[src/rtl/transpose_window_buffer.sv]
// transpose_window_buffer: sliding ROWS-deep row window presented column-major, with valid/ready on both sides.
module transpose_window_buffer #(
    parameter int PIX_W = 8,
    parameter int COLS  = 8,
    parameter int ROWS  = 15,
    parameter int CW    = 5
) (
    input  logic                        clock,
    input  logic                        reset_L,
    input  logic                        clear,
    input  logic                        in_valid,
    output logic                        in_ready,
    input  logic [COLS*PIX_W-1:0]       in_row,
    output logic                        out_valid,
    input  logic                        out_ready,
    output logic [ROWS*COLS*PIX_W-1:0]  out_win,
    output logic [CW-1:0]               fill_cnt
);
    typedef enum logic [1:0] {FILL, PEND, DONE} state_t;
    state_t state, state_nxt;
    logic [COLS*PIX_W-1:0] row [ROWS];
    logic accept, consume;
    always_comb begin
        in_ready  = !clear && !(state == PEND && !out_ready);
        out_valid = !clear && state == PEND;
        accept    = in_valid && in_ready;
        consume   = out_valid && out_ready;
        state_nxt = state;
        if (clear)
            state_nxt = FILL;
        else
            unique case (state)
                FILL:    state_nxt = (accept && fill_cnt == CW'(ROWS - 1)) ? PEND : FILL;
                PEND:    state_nxt = (consume && !accept) ? DONE : PEND;
                DONE:    state_nxt = accept ? PEND : DONE;
                default: state_nxt = FILL;
            endcase
    end
    always_ff @(posedge clock or negedge reset_L)
        if (!reset_L)
            state <= FILL;
        else
            state <= state_nxt;
    always_ff @(posedge clock or negedge reset_L)
        if (!reset_L) begin
            fill_cnt <= '0;
            for (int i = 0; i < ROWS; i++) row[i] <= '0;
        end else if (clear) begin
            fill_cnt <= '0;
            for (int i = 0; i < ROWS; i++) row[i] <= '0;
        end else if (accept) begin
            if (fill_cnt != CW'(ROWS)) fill_cnt <= fill_cnt + 1'b1;
            for (int i = 0; i < ROWS - 1; i++) row[i] <= row[i+1];
            row[ROWS-1] <= in_row;
        end
    // column-major: all ROWS samples of pixel column c sit next to each other
    for (genvar c = 0; c < COLS; c++) begin : g_c
        for (genvar r = 0; r < ROWS; r++) begin : g_r
            assign out_win[(c*ROWS+r)*PIX_W +: PIX_W] = row[r][c*PIX_W +: PIX_W];
        end
    end
endmodule

[config.mk]
export PLATFORM = sky130hd
export DESIGN_NAME = transpose_window_buffer
export DESIGN_NICKNAME = d
export VERILOG_FILES = /design/src/rtl/transpose_window_buffer.sv
export SDC_FILE = /design/constraint.sdc
export NUM_CORES = 1
export LEC_CHECK = 0
export BUFFER_PORTS_ARGS = -buffer_cell sky130_fd_sc_hd__buf_2
export CORE_AREA = 5 5 405 407
export DETAILED_ROUTE_END_ITERATION = 10
export DIE_AREA = 0 0 410 412
export RECOVER_POWER = 100
export SYNTH_ARGS = -nofsm -noshare
export SYNTH_HDL_FRONTEND = slang
export SYNTH_SLANG_ARGS = --single-unit
export TNS_END_PERCENT = 1
[constraint.sdc]
create_clock -name clock -period 2.75 [get_ports clock]
set_input_delay 0.275 -clock clock [delete_from_list [all_inputs] [get_ports clock]]
set_output_delay 0.275 -clock clock [all_outputs]
set_load 0.05 [all_outputs]
==> metrics.txt, run 1 <==
final hold slack=221 ps; DIE HEIGHT=412 µm; maximum count of clock buffers along a single path=3; worst-case setup slack after placement=419 ps; hold depth=4; Routed Wire Length=138,000 µm; minimum clock period after layout=2450 ps; clock insertion delay at the later pin of the skew report=710 ps; proportion of synthesized chip area in sequential cells=56.2%; Via density=4.34; Final Hold Fails=0; internal power=0.0242 W; Detailed Place HPWL=102,000 µm; cell type of the slowest stage on the worst timing path=sky130_fd_sc_hd__clkbuf_4; proportion of power drawn by the clock network=47.4%; share of cells above drive strength 1=20.2%; wire length of the first global-routing pass=200,000 µm; depth of the worst register-to-register path=5; number of clock buffers inserted by TritonCTS=110; # Post-CTS Setup Buffers=0; switching pwr=0.00807 W; Die W=410 µm; violated checks=capacitance limit, slew limit; count of nets after finishing=4,283; hold-fix buffer count after cts=68; sw frac=25.0%; CP peak stage delay=510 ps; CTS-repair resized insts=0; placement row count=147; setup TNS=0 ps; initial standard-cell utilization of the core=26.9%; Tot GR Track Use=15.6%; relative contribution of sequential cells to total power=45.2%; Max FO, Critical Path=32; post-synthesis area per instance=13.7 µm²; crit share post-route=89.1%; number of library cell types mapped by synthesis=25; Area growth syn-to-layout=23.8%; CTS Root Buffer Type=sky130_fd_sc_hd__clkbuf_16; clock transition at the register clock pins on the worst setup and hold paths after CTS=60 ps; Yosys Warn Count=0; worst min-delay path endpoint=out_win[177]; dominant delay contributor by cell family on the critical path=buffers and inverters; post-route standard cell area excluding fillers=53,200 µm²; flop and latch count out of synthesis=967; Starting DRT DRC Count=1,758; CTS tree=yes; Setup Crit Path Kind=register to register; remaining global-route overflow=0; setup repair after global routing missed its margin=false; worst path bufs/invs=2; CP Data Arrival Time=3020 ps; launch instance of the worst register-to-register path=state[1]; maximum clock skew at final layout=28.3 ps; count of port buffers added during placement=1,035; floorplan die area=169,000 µm²; post-layout instance count excluding filler cells=6,397; Antenna Violating Nets Remaining=0; Netlist Area Pre-Place=43,000 µm²; Max IR drop VDD=0.574 mV; Cell Count Post-Placement=6,117; Final Max Slew Viols=42; static power due to leakage=25.6 nW; average wire per standard cell=21.6 µm; routed vias=27.8k; endpoint required time on the critical path=3320 ps; worst slew margin relative to its limit=-35.3%; total iterations of the first detailed-routing run=5; io pins=1,036; DRC viols=0; fraction of power consumed by combinational cells=7.4%; power density over cell area=606 nW/µm²; CTS H-Tree Depth=3; outcome=finished with violations; max-cap check violation count=1; Final setup violation count=0; number of nets produced by synthesis=3,210; Min-Delay Path Class=primary input to register; worst slew pin tran=2030 ps; worst-case setup margin in the final layout=301 ps; number of clock sinks=967; pin count of the biggest net entering global routing=162; area inside the core boundary=160,000 µm²; kind of end point of the critical path=register; cell-by-cell trace of the critical path=or3b_1, nand3b_1, buf_12, clkbuf_4, mux2_1; number of global-route vias before repair=28.7k; HP Start=clear; number of antenna violations at the first check in global routing=6; achievable frequency=0.408 GHz; Final GP Congestion=0.882; instance area at placement=50,000 µm²; kind of start point of the critical path=register; worst reg2reg setup slack=300 ps; R2R Path End=out_win[386]; number of cells produced by synthesis=3,138
==> flip-flops by register name, summed over array words and instances (netlist names) <==
register  flops
fill_cnt      5
out_win     960
state         2
==> per-stage QoR <==
stage,power (W),utilization [%]
after CTS,0.0328,34.1
after floorplan,0.0164,-
after detailed placement,0.0173,31.3
after global routing,0.0335,33.3
after global placement,0.0172,31.3
final,0.0323,33.3
==> cell type report <==
class,count,area (µm²)
repair buffers,1176,5540
well taps,2086,2610
clock buffers,164,3200
inverters,4,15.0
flip-flops and latches,967,24200
multi-input cells,1952,17100
diodes,5,12.5
fillers,16400,107000
clock inverters,43,627
==> cell usage after synthesis <==
library cell,n,area (µm²)
sky130_fd_sc_hd__and4b_1,1,10.0
sky130_fd_sc_hd__nand2b_1,4,25.0
sky130_fd_sc_hd__nor3_1,2,10.0
sky130_fd_sc_hd__mux2_1,400,4500
sky130_fd_sc_hd__mux2_2,561,6320
sky130_fd_sc_hd__dfrtp_1,967,24200
sky130_fd_sc_hd__and3_1,2,12.5
sky130_fd_sc_hd__o21ai_0,2,10.0
sky130_fd_sc_hd__nand3b_1,1,7.51
sky130_fd_sc_hd__nor2b_1,962,6020
sky130_fd_sc_hd__nand3_1,2,10.0
sky130_fd_sc_hd__nor3b_1,1,7.51
sky130_fd_sc_hd__or3b_4,1,11.3
sky130_fd_sc_hd__nor2_1,1,3.75
sky130_fd_sc_hd__a21oi_1,3,15.0
sky130_fd_sc_hd__inv_1,4,15.0
sky130_fd_sc_hd__ha_1,3,37.5
sky130_fd_sc_hd__and3b_1,1,8.76
sky130_fd_sc_hd__clkbuf_1,104,390
sky130_fd_sc_hd__buf_4,57,428
sky130_fd_sc_hd__buf_2,9,45.0
sky130_fd_sc_hd__nand2_1,1,3.75
sky130_fd_sc_hd__buf_12,44,881
sky130_fd_sc_hd__buf_8,1,15.0
sky130_fd_sc_hd__mux2i_1,4,40.0
==> metal layers <==
metal / vias to the layer above / GRT usage [%] / share of wire [%]
met2: 726 / 25.0 / 47
met5: - / 0.230 / 0.044
met4: 2 / 6.83 / 4.8
met3: 259 / 4.09 / 5.8
li1: 12700 / - / -
met1: 14100 / 20.0 / 43
==> power by group through the flow <==
| stage | clock network [W] | registers (W) | logic [W] |
|---|---|---|---|
| after global routing | 0.0163 | 0.0146 | 0.00256 |
| after detailed placement | 0 | 0.0148 | 0.00241 |
| after CTS | 0.0158 | 0.0146 | 0.00250 |
| after floorplan | 0 | 0.0154 | 0.00103 |
| final | 0.0153 | 0.0146 | 0.00239 |
| after global placement | 0 | 0.0148 | 0.00241 |
==> cells in the final DEF, fill, tap and decap left out, types with 11 or more instances in the layout <==
| master | n |
|---|---|
| sky130_fd_sc_hd__dlygate4sd3_1 | 68 |
| sky130_fd_sc_hd__clkbuf_1 | 1005 |
| sky130_fd_sc_hd__clkbuf_8 | 24 |
| sky130_fd_sc_hd__mux2_1 | 400 |
| sky130_fd_sc_hd__dfrtp_1 | 967 |
| sky130_fd_sc_hd__buf_4 | 19 |
| sky130_fd_sc_hd__buf_12 | 30 |
| sky130_fd_sc_hd__clkbuf_16 | 110 |
| sky130_fd_sc_hd__nor2b_1 | 962 |
| sky130_fd_sc_hd__clkinv_2 | 17 |
| sky130_fd_sc_hd__buf_2 | 66 |
| sky130_fd_sc_hd__mux2_2 | 561 |
| sky130_fd_sc_hd__clkbuf_2 | 11 |
| sky130_fd_sc_hd__bufinv_16 | 11 |
==> kinds of logic after synthesis <==
| logic type | count (synthesis) | synth area share (%) |
|---|---|---|
| and+or+nand+nor | 979 | 14.2 |
| muxes | 965 | 25.2 |
| AOI/OAI and AO/OA | 5 | 0.0582 |
| adders and majority gates | 3 | 0.0873 |
| DFF | 967 | 56.2 |
| buffers and inverters | 219 | 4.12 |
==> worst max-delay path by stage <==
stage,startpoint,end,slack (ps),cells past startpoint
global placement,out_ready,out_win[396],440,6
finish,state[1],out_win[386],300,5
CTS,state[1],in_ready,380,3
detailed placement,out_ready,out_win[386],420,6
global route,state[1],out_win[372],170,5
floorplan,clear,out_valid,580,4
==> worst register-to-register path: stages, from the launching register on <==
cell                       delay [ps]
sky130_fd_sc_hd__dfrtp_1          410
sky130_fd_sc_hd__or3b_1           450
sky130_fd_sc_hd__nand3b_1         250
sky130_fd_sc_hd__buf_12           240
sky130_fd_sc_hd__clkbuf_4         580
sky130_fd_sc_hd__mux2_1           400
No activity file was read; power rests on OpenSTA's default activity.
==> inputs of run 2 (changes only) <==
--- a/config.mk
+++ b/config.mk
@@ -6,10 +6,11 @@
 export NUM_CORES = 1
 export LEC_CHECK = 0
 export BUFFER_PORTS_ARGS = -buffer_cell sky130_fd_sc_hd__buf_2
-export CORE_AREA = 5 5 405 407
+export CORE_AREA = 5 5 398 400
 export DETAILED_ROUTE_END_ITERATION = 10
-export DIE_AREA = 0 0 410 412
+export DIE_AREA = 0 0 403 405
 export RECOVER_POWER = 100
+export SKIP_LAST_GASP = 1
 export SYNTH_ARGS = -nofsm -noshare
 export SYNTH_HDL_FRONTEND = slang
 export SYNTH_SLANG_ARGS = --single-unit
==> metrics.txt, run 2 (synthesized netlist as in run 1, its figures left out) <==
outcome=finished with violations; violated checks=capacitance limit, slew limit; fill cell count=15.9k (-3.5%); Final Max Slew Viols=32 (-24%); max FFs per register=960 (unchanged); number of clock sinks=967 (unchanged); Reg area=24,200 µm² (unchanged); Max IR drop VDD=0.519 mV (-9.6%); area inside the core boundary=155,000 µm² (-3.1%); floorplan die area=163,000 µm² (-3.4%); maximum count of clock buffers along a single path=3 (unchanged); minimum clock period after layout=2520 ps (+74.5 ps); Tot GR Track Use=16.0% (+0.40 points); CTS H-Tree Depth=3 (unchanged); io pins=1,036 (unchanged); CTS-repair resized insts=0 (unchanged); Area growth syn-to-layout=23.0%; Starting DRT DRC Count=1,701 (-3.2%); worst slew margin relative to its limit=-6.29% (+29 points); Routed Wire Length=137,000 µm (-0.90%); static power due to leakage=25.5 nW (-0.50%); worst reg2reg setup slack=230 ps (-70 ps); pin count of the biggest net entering global routing=185 (+14%); CTS tree=yes; hold-fix buffer count after cts=68 (unchanged); kind of start point of the critical path=register; Final Hold Fails=0 (unchanged); max-cap check violation count=1 (unchanged); Via density=4.37 (+0.64%); worst min-delay path endpoint=out_win[211]; CP Data Arrival Time=3130 ps (+110 ps); Final setup violation count=0 (unchanged); HP Start=clear; Die W=403 µm (-1.7%); DIE HEIGHT=405 µm (-1.7%); Setup Crit Path Kind=register to register; worst slew pin tran=1590 ps (-435 ps); number of clock buffers inserted by TritonCTS=107 (-2.7%); number of global-route vias before repair=28.8k (+0.21%); maximum clock skew at final layout=55.6 ps (+27.3 ps); endpoint required time on the critical path=3360 ps (+40 ps); routed vias=27.8k (+0.15%); achievable frequency=0.396 GHz (-3.0%); crit share post-route=91.8% (+2.7 points); total iterations of the first detailed-routing run=5 (unchanged); setup TNS=0 ps (unchanged); initial standard-cell utilization of the core=27.8% (+0.85 points); Min-Delay Path Class=primary input to register; combined area of the multi-input logic cells=17,100 µm² (unchanged); leading cell types in the layout, fill and taps excluded=1,010 x sky130_fd_sc_hd__clkbuf_1, 967 x sky130_fd_sc_hd__dfrtp_1, 962 x sky130_fd_sc_hd__nor2b_1; setup repair after global routing missed its margin=false; power density over cell area=588 nW/µm² (-3.0%); # Post-CTS Setup Buffers=0 (unchanged); launch instance of the worst register-to-register path=state[1]; hold depth=4 (unchanged); Detailed Place HPWL=101,000 µm (-1.3%); clock insertion delay at the later pin of the skew report=720 ps (about the same); count of port buffers added during placement=1,035 (unchanged); remaining global-route overflow=0 (unchanged); most common cell after layout, fill and taps aside=sky130_fd_sc_hd__clkbuf_1; share of cells above drive strength 1=20.1% (-0.17 points); depth of the worst register-to-register path=6 (+1); DRC viols=0 (unchanged); number of antenna violations at the first check in global routing=6 (unchanged); placement row count=145 (-1.4%); R2R Path End=out_win[839]; wire length of the first global-routing pass=199,000 µm (-0.45%); Final GP Congestion=0.833 (-5.5%); clock transition at the register clock pins on the worst setup and hold paths after CTS=60 ps (about the same); CTS Root Buffer Type=sky130_fd_sc_hd__clkbuf_16; Layout Utilization=34.2% (+0.85 points); Antenna Violating Nets Remaining=0 (unchanged); kind of end point of the critical path=register; Max FO, Critical Path=57 (+78%); average wire per standard cell=21.5 µm (-0.42%); count of nets after finishing=4,295 (+0.28%)
==> run 2: changes by cell type in the layout (fill, tap and decap cells not counted), sizes merged <==
| cell | change |
|---|---|
| clkinv | -1 |
| clkinvlp | -2 |
| bufinv | -11 |
| clkbuf | +15 |
| inv | -4 |
==> run 2: area by class of cell <==
| cell class | instances | area share [%] |
|---|---|---|
| diodes | 5 | 0.0236 |
| repair buffers | 1191 | 10.5 |
| clock inverters | 25 | 0.508 |
| clock buffers | 164 | 6.11 |
| well taps | 2058 | 4.87 |
| multi-input cells | 1952 | 32.2 |
| inverters | 4 | 0.0284 |
| flip-flops and latches | 967 | 45.7 |
==> run 2: per-stage QoR <==
stage | instances | hold WS (ps) | worst slack [ps] | cell area [µm²] | power, W
after floorplan | 3138 | -20.6 | 579 | 43000 | 0.0164
final | 6366 | 215 | 226 | 52900 | 0.0311
after CTS | 6361 | 10.9 | 367 | 54400 | 0.0317
after global routing | 6361 | 184 | 154 | 52900 | 0.0324
after detailed placement | 6104 | 271 | 443 | 50200 | 0.0173
after global placement | 6104 | 267 | 447 | 50200 | 0.0173
==> run 2: critical path: stages, from the launching register on <==
cell and delay, ps:
sky130_fd_sc_hd__dfrtp_1 420, sky130_fd_sc_hd__or3b_1 480, sky130_fd_sc_hd__nand3b_1 250, sky130_fd_sc_hd__buf_12 170, sky130_fd_sc_hd__buf_12 170, sky130_fd_sc_hd__buf_6 460
sky130_fd_sc_hd__mux2_2 400
==> run 2: worst max path at each step <==
| stage | start | endpoint | slack [ps] | cells past startpoint |
|---|---|---|---|---|
| 5_1_grt | state[1] | out_win[598] | 150 | 5 |
| 2_1_floorplan | clear | out_valid | 580 | 4 |
| 3_3_place_gp | out_ready | out_win[720] | 450 | 7 |
| 3_5_place_dp | out_ready | out_win[433] | 440 | 6 |
| 6_report | state[1] | out_win[839] | 230 | 6 |
| 4_1_cts | state[1] | in_ready | 370 | 3 |
==> run 2: layer usage <==
| layer | track usage, % | part of all wire, % |
|---|---|---|
| met5 | 0 | 0.074 |
| met4 | 7.54 | 4.8 |
| met3 | 4.09 | 5.9 |
| met2 | 25.6 | 47 |
| met1 | 20.4 | 42 |
==> run 2: power by group <==
part	leakage (nW)	internal [W]	switching [W]	total, W
clock	1.72	0.00810	0.00605	0.0141
sequential	13.4	0.0144	0.000180	0.0146
combinational	10.3	0.000665	0.00172	0.00239
==> inputs of run 3 (changes only) <==
--- a/config.mk
+++ b/config.mk
@@ -9,6 +9,7 @@
 export CORE_AREA = 5 5 398 400
 export DETAILED_ROUTE_END_ITERATION = 10
 export DIE_AREA = 0 0 403 405
+export PLACE_DENSITY_LB_ADDON = 0.3
 export RECOVER_POWER = 100
 export SKIP_LAST_GASP = 1
 export SYNTH_ARGS = -nofsm -noshare
==> metrics.txt, run 3 (synthesized netlist as in run 1, its figures left out) <==
floorplan die area=163,000 µm² (unchanged); CP peak stage delay=450 ps (-30 ps); CTS Root Buffer Type=sky130_fd_sc_hd__clkbuf_16; Routed Wire Length=140,000 µm (+2.7%); Max FO, Critical Path=42 (-26%); post-layout instance count excluding filler cells=6,382 (+0.25%); global routing met3 resource utilization=4.58% (+0.49 points); max-cap check violation count=1 (unchanged); static power due to leakage=25.6 nW (+0.58%); setup repair after global routing missed its margin=false; DIE HEIGHT=405 µm (unchanged); Setup Crit Path Kind=register to register; CTS tree=yes; endpoint required time on the critical path=3320 ps (-40 ps); area inside the core boundary=155,000 µm² (unchanged); number of clock buffers inserted by TritonCTS=109 (+1.9%); sw frac=24.8% (-0.71 points); Layout Utilization=34.3% (+0.17 points); kind of start point of the critical path=register; number of clock sinks=967 (unchanged); internal power=0.0243 W (+4.6%); CP Data Arrival Time=3040 ps (-90 ps); wire length of the first global-routing pass=203,000 µm (+2.3%); CTS-repair resized insts=0 (unchanged); initial standard-cell utilization of the core=27.8% (unchanged); maximum count of clock buffers along a single path=3 (unchanged); pin count of the biggest net entering global routing=208 (+12%); launch instance of the worst register-to-register path=state[1]; Final Max Slew Viols=30 (-6.3%); Starting DRT DRC Count=1,739 (+2.2%); fraction of power consumed by combinational cells=7.4% (-0.3 points); Cell Count Post-Placement=6,108 (+0.066%); max FFs per register=960 (unchanged); kind of end point of the critical path=register; Die W=403 µm (unchanged); Final setup violation count=0 (unchanged); global routing met2 resource utilization=26.4% (+0.73 points); violated checks=capacitance limit, slew limit; proportion of power drawn by the clock network=47.4% (+2.0 points); Min-Delay Path Class=primary input to register; Antenna Violating Nets Remaining=0 (unchanged); busiest layer in global routing=met2; Max IR drop VDD=0.447 mV (-14%); routed vias=27.8k (-0.072%); clock insertion delay at the later pin of the skew report=690 ps (-30 ps); share of cells above drive strength 1=20.3% (+0.20 points); relative contribution of sequential cells to total power=45.2% (-1.7 points); io pins=1,036 (unchanged); cell type of the slowest stage on the worst timing path=sky130_fd_sc_hd__or3b_1; clock transition at the register clock pins on the worst setup and hold paths after CTS=60 ps (about the same); leading cell types in the layout, fill and taps excluded=1,015 x sky130_fd_sc_hd__clkbuf_1, 967 x sky130_fd_sc_hd__dfrtp_1, 962 x sky130_fd_sc_hd__nor2b_1; switching pwr=0.00801 W (+0.79%); remaining global-route overflow=0 (unchanged); Via density=4.36 (-0.32%); count of nets after finishing=4,301 (+0.14%); setup TNS=0 ps (unchanged); worst slew margin relative to its limit=-0.658% (+5.6 points); Area growth syn-to-layout=23.6%; Tot GR Track Use=16.5% (+0.43 points); crit share post-route=89.9% (-1.9 points); number of global-route vias before repair=28.8k (-0.097%); Critical Path Most Common Cell=sky130_fd_sc_hd__buf_12; final hold slack=112 ps (-103 ps); most common cell after layout, fill and taps aside=sky130_fd_sc_hd__clkbuf_1; HP Start=clear; start point of the critical path=state[1]; achievable frequency=0.405 GHz (+2.1%); total iterations of the first detailed-routing run=5 (unchanged); Detailed Place HPWL=103,000 µm (+2.2%); count of port buffers added during placement=1,035 (unchanged); Final Hold Fails=0 (unchanged); average wire per standard cell=22.0 µm (+2.4%); power density over cell area=607 nW/µm² (+3.2%); DRC viols=0 (unchanged); GRT met1 Usage=21.3% (+0.88 points); outcome=finished with violations; cell-by-cell trace of the critical path=or3b_1, nand3b_1, buf_12, buf_12, clkbuf_2, mux2_2; CTS H-Tree Depth=3 (unchanged); placement row count=145 (unchanged); maximum clock skew at final layout=29.8 ps (-25.8 ps); number of antenna violations at the first check in global routing=12 (+6); minimum clock period after layout=2470 ps (-51.6 ps); worst slew pin tran=1510 ps (-84.4 ps); Final GP Congestion=0.825 (-1.0%); total power=0.0323 W (+3.7%)
## run 3: worst max-delay path, delay by kind of cell, from the launching register on
| family | cells | cell delay (ps) |
|---|---|---|
| buffers and inverters | 3 | 790 |
| muxes | 1 | 380 |
| DFF | 1 | 420 |
| and+or+nand+nor | 2 | 690 |
## run 3: final timing paths
kind / end / slack, ps / cells past startpoint
worst max-delay path: out_win[335] / 280 / 6
worst min-delay path: out_win[905] / 110 / 3
worst max register to register: out_win[335] / 280 / 6
worst min register to register: out_win[360] / 490 / 1
max in group asynchronous: out_win[371] / 480 / 4
min in group asynchronous: out_win[402] / 520 / 2
## run 3: per-stage QoR
step,setup slack [ps],area (µm²)
final,278,53200
after global routing,169,53200
after CTS,431,54600
after detailed placement,453,50100
after global placement,466,50100
after floorplan,579,43000
## run 3: layer usage
| metal | vias to the layer above | wire length, µm |
|---|---|---|
| met5 | - | 13 |
| met2 | 747 | 66200 |
| met1 | 14100 | 60100 |
| met4 | 2 | 5620 |
| met3 | 236 | 8550 |
| li1 | 12700 | - |
## run 3: power by group through the flow
| stage | logic, W | clock network, W | registers (W) |
|---|---|---|---|
| 5_1_grt | 0.00256 | 0.0163 | 0.0146 |
| 3_5_place_dp | 0.00244 | 0 | 0.0148 |
| 3_3_place_gp | 0.00244 | 0 | 0.0148 |
| 4_1_cts | 0.00252 | 0.0158 | 0.0146 |
| 6_report | 0.00239 | 0.0153 | 0.0146 |
| 2_1_floorplan | 0.00103 | 0 | 0.0154 |
## run 3: area by class of cell
cell class | count | area (µm²)
fill | 15900 | 102000
sequential | 967 | 24200
multi-input combinational | 1952 | 17100
timing repair buffer | 1195 | 5540
clock buffer | 167 | 3290
tap | 2058 | 2570
clock inverter | 35 | 509
inverter | 4 | 15.0
antenna | 4 | 10.0
## run 3: timing repair
item,CTS,global route
hold buffers,68,0
hold endpoints to repair,382,0
setup buffers,0,0
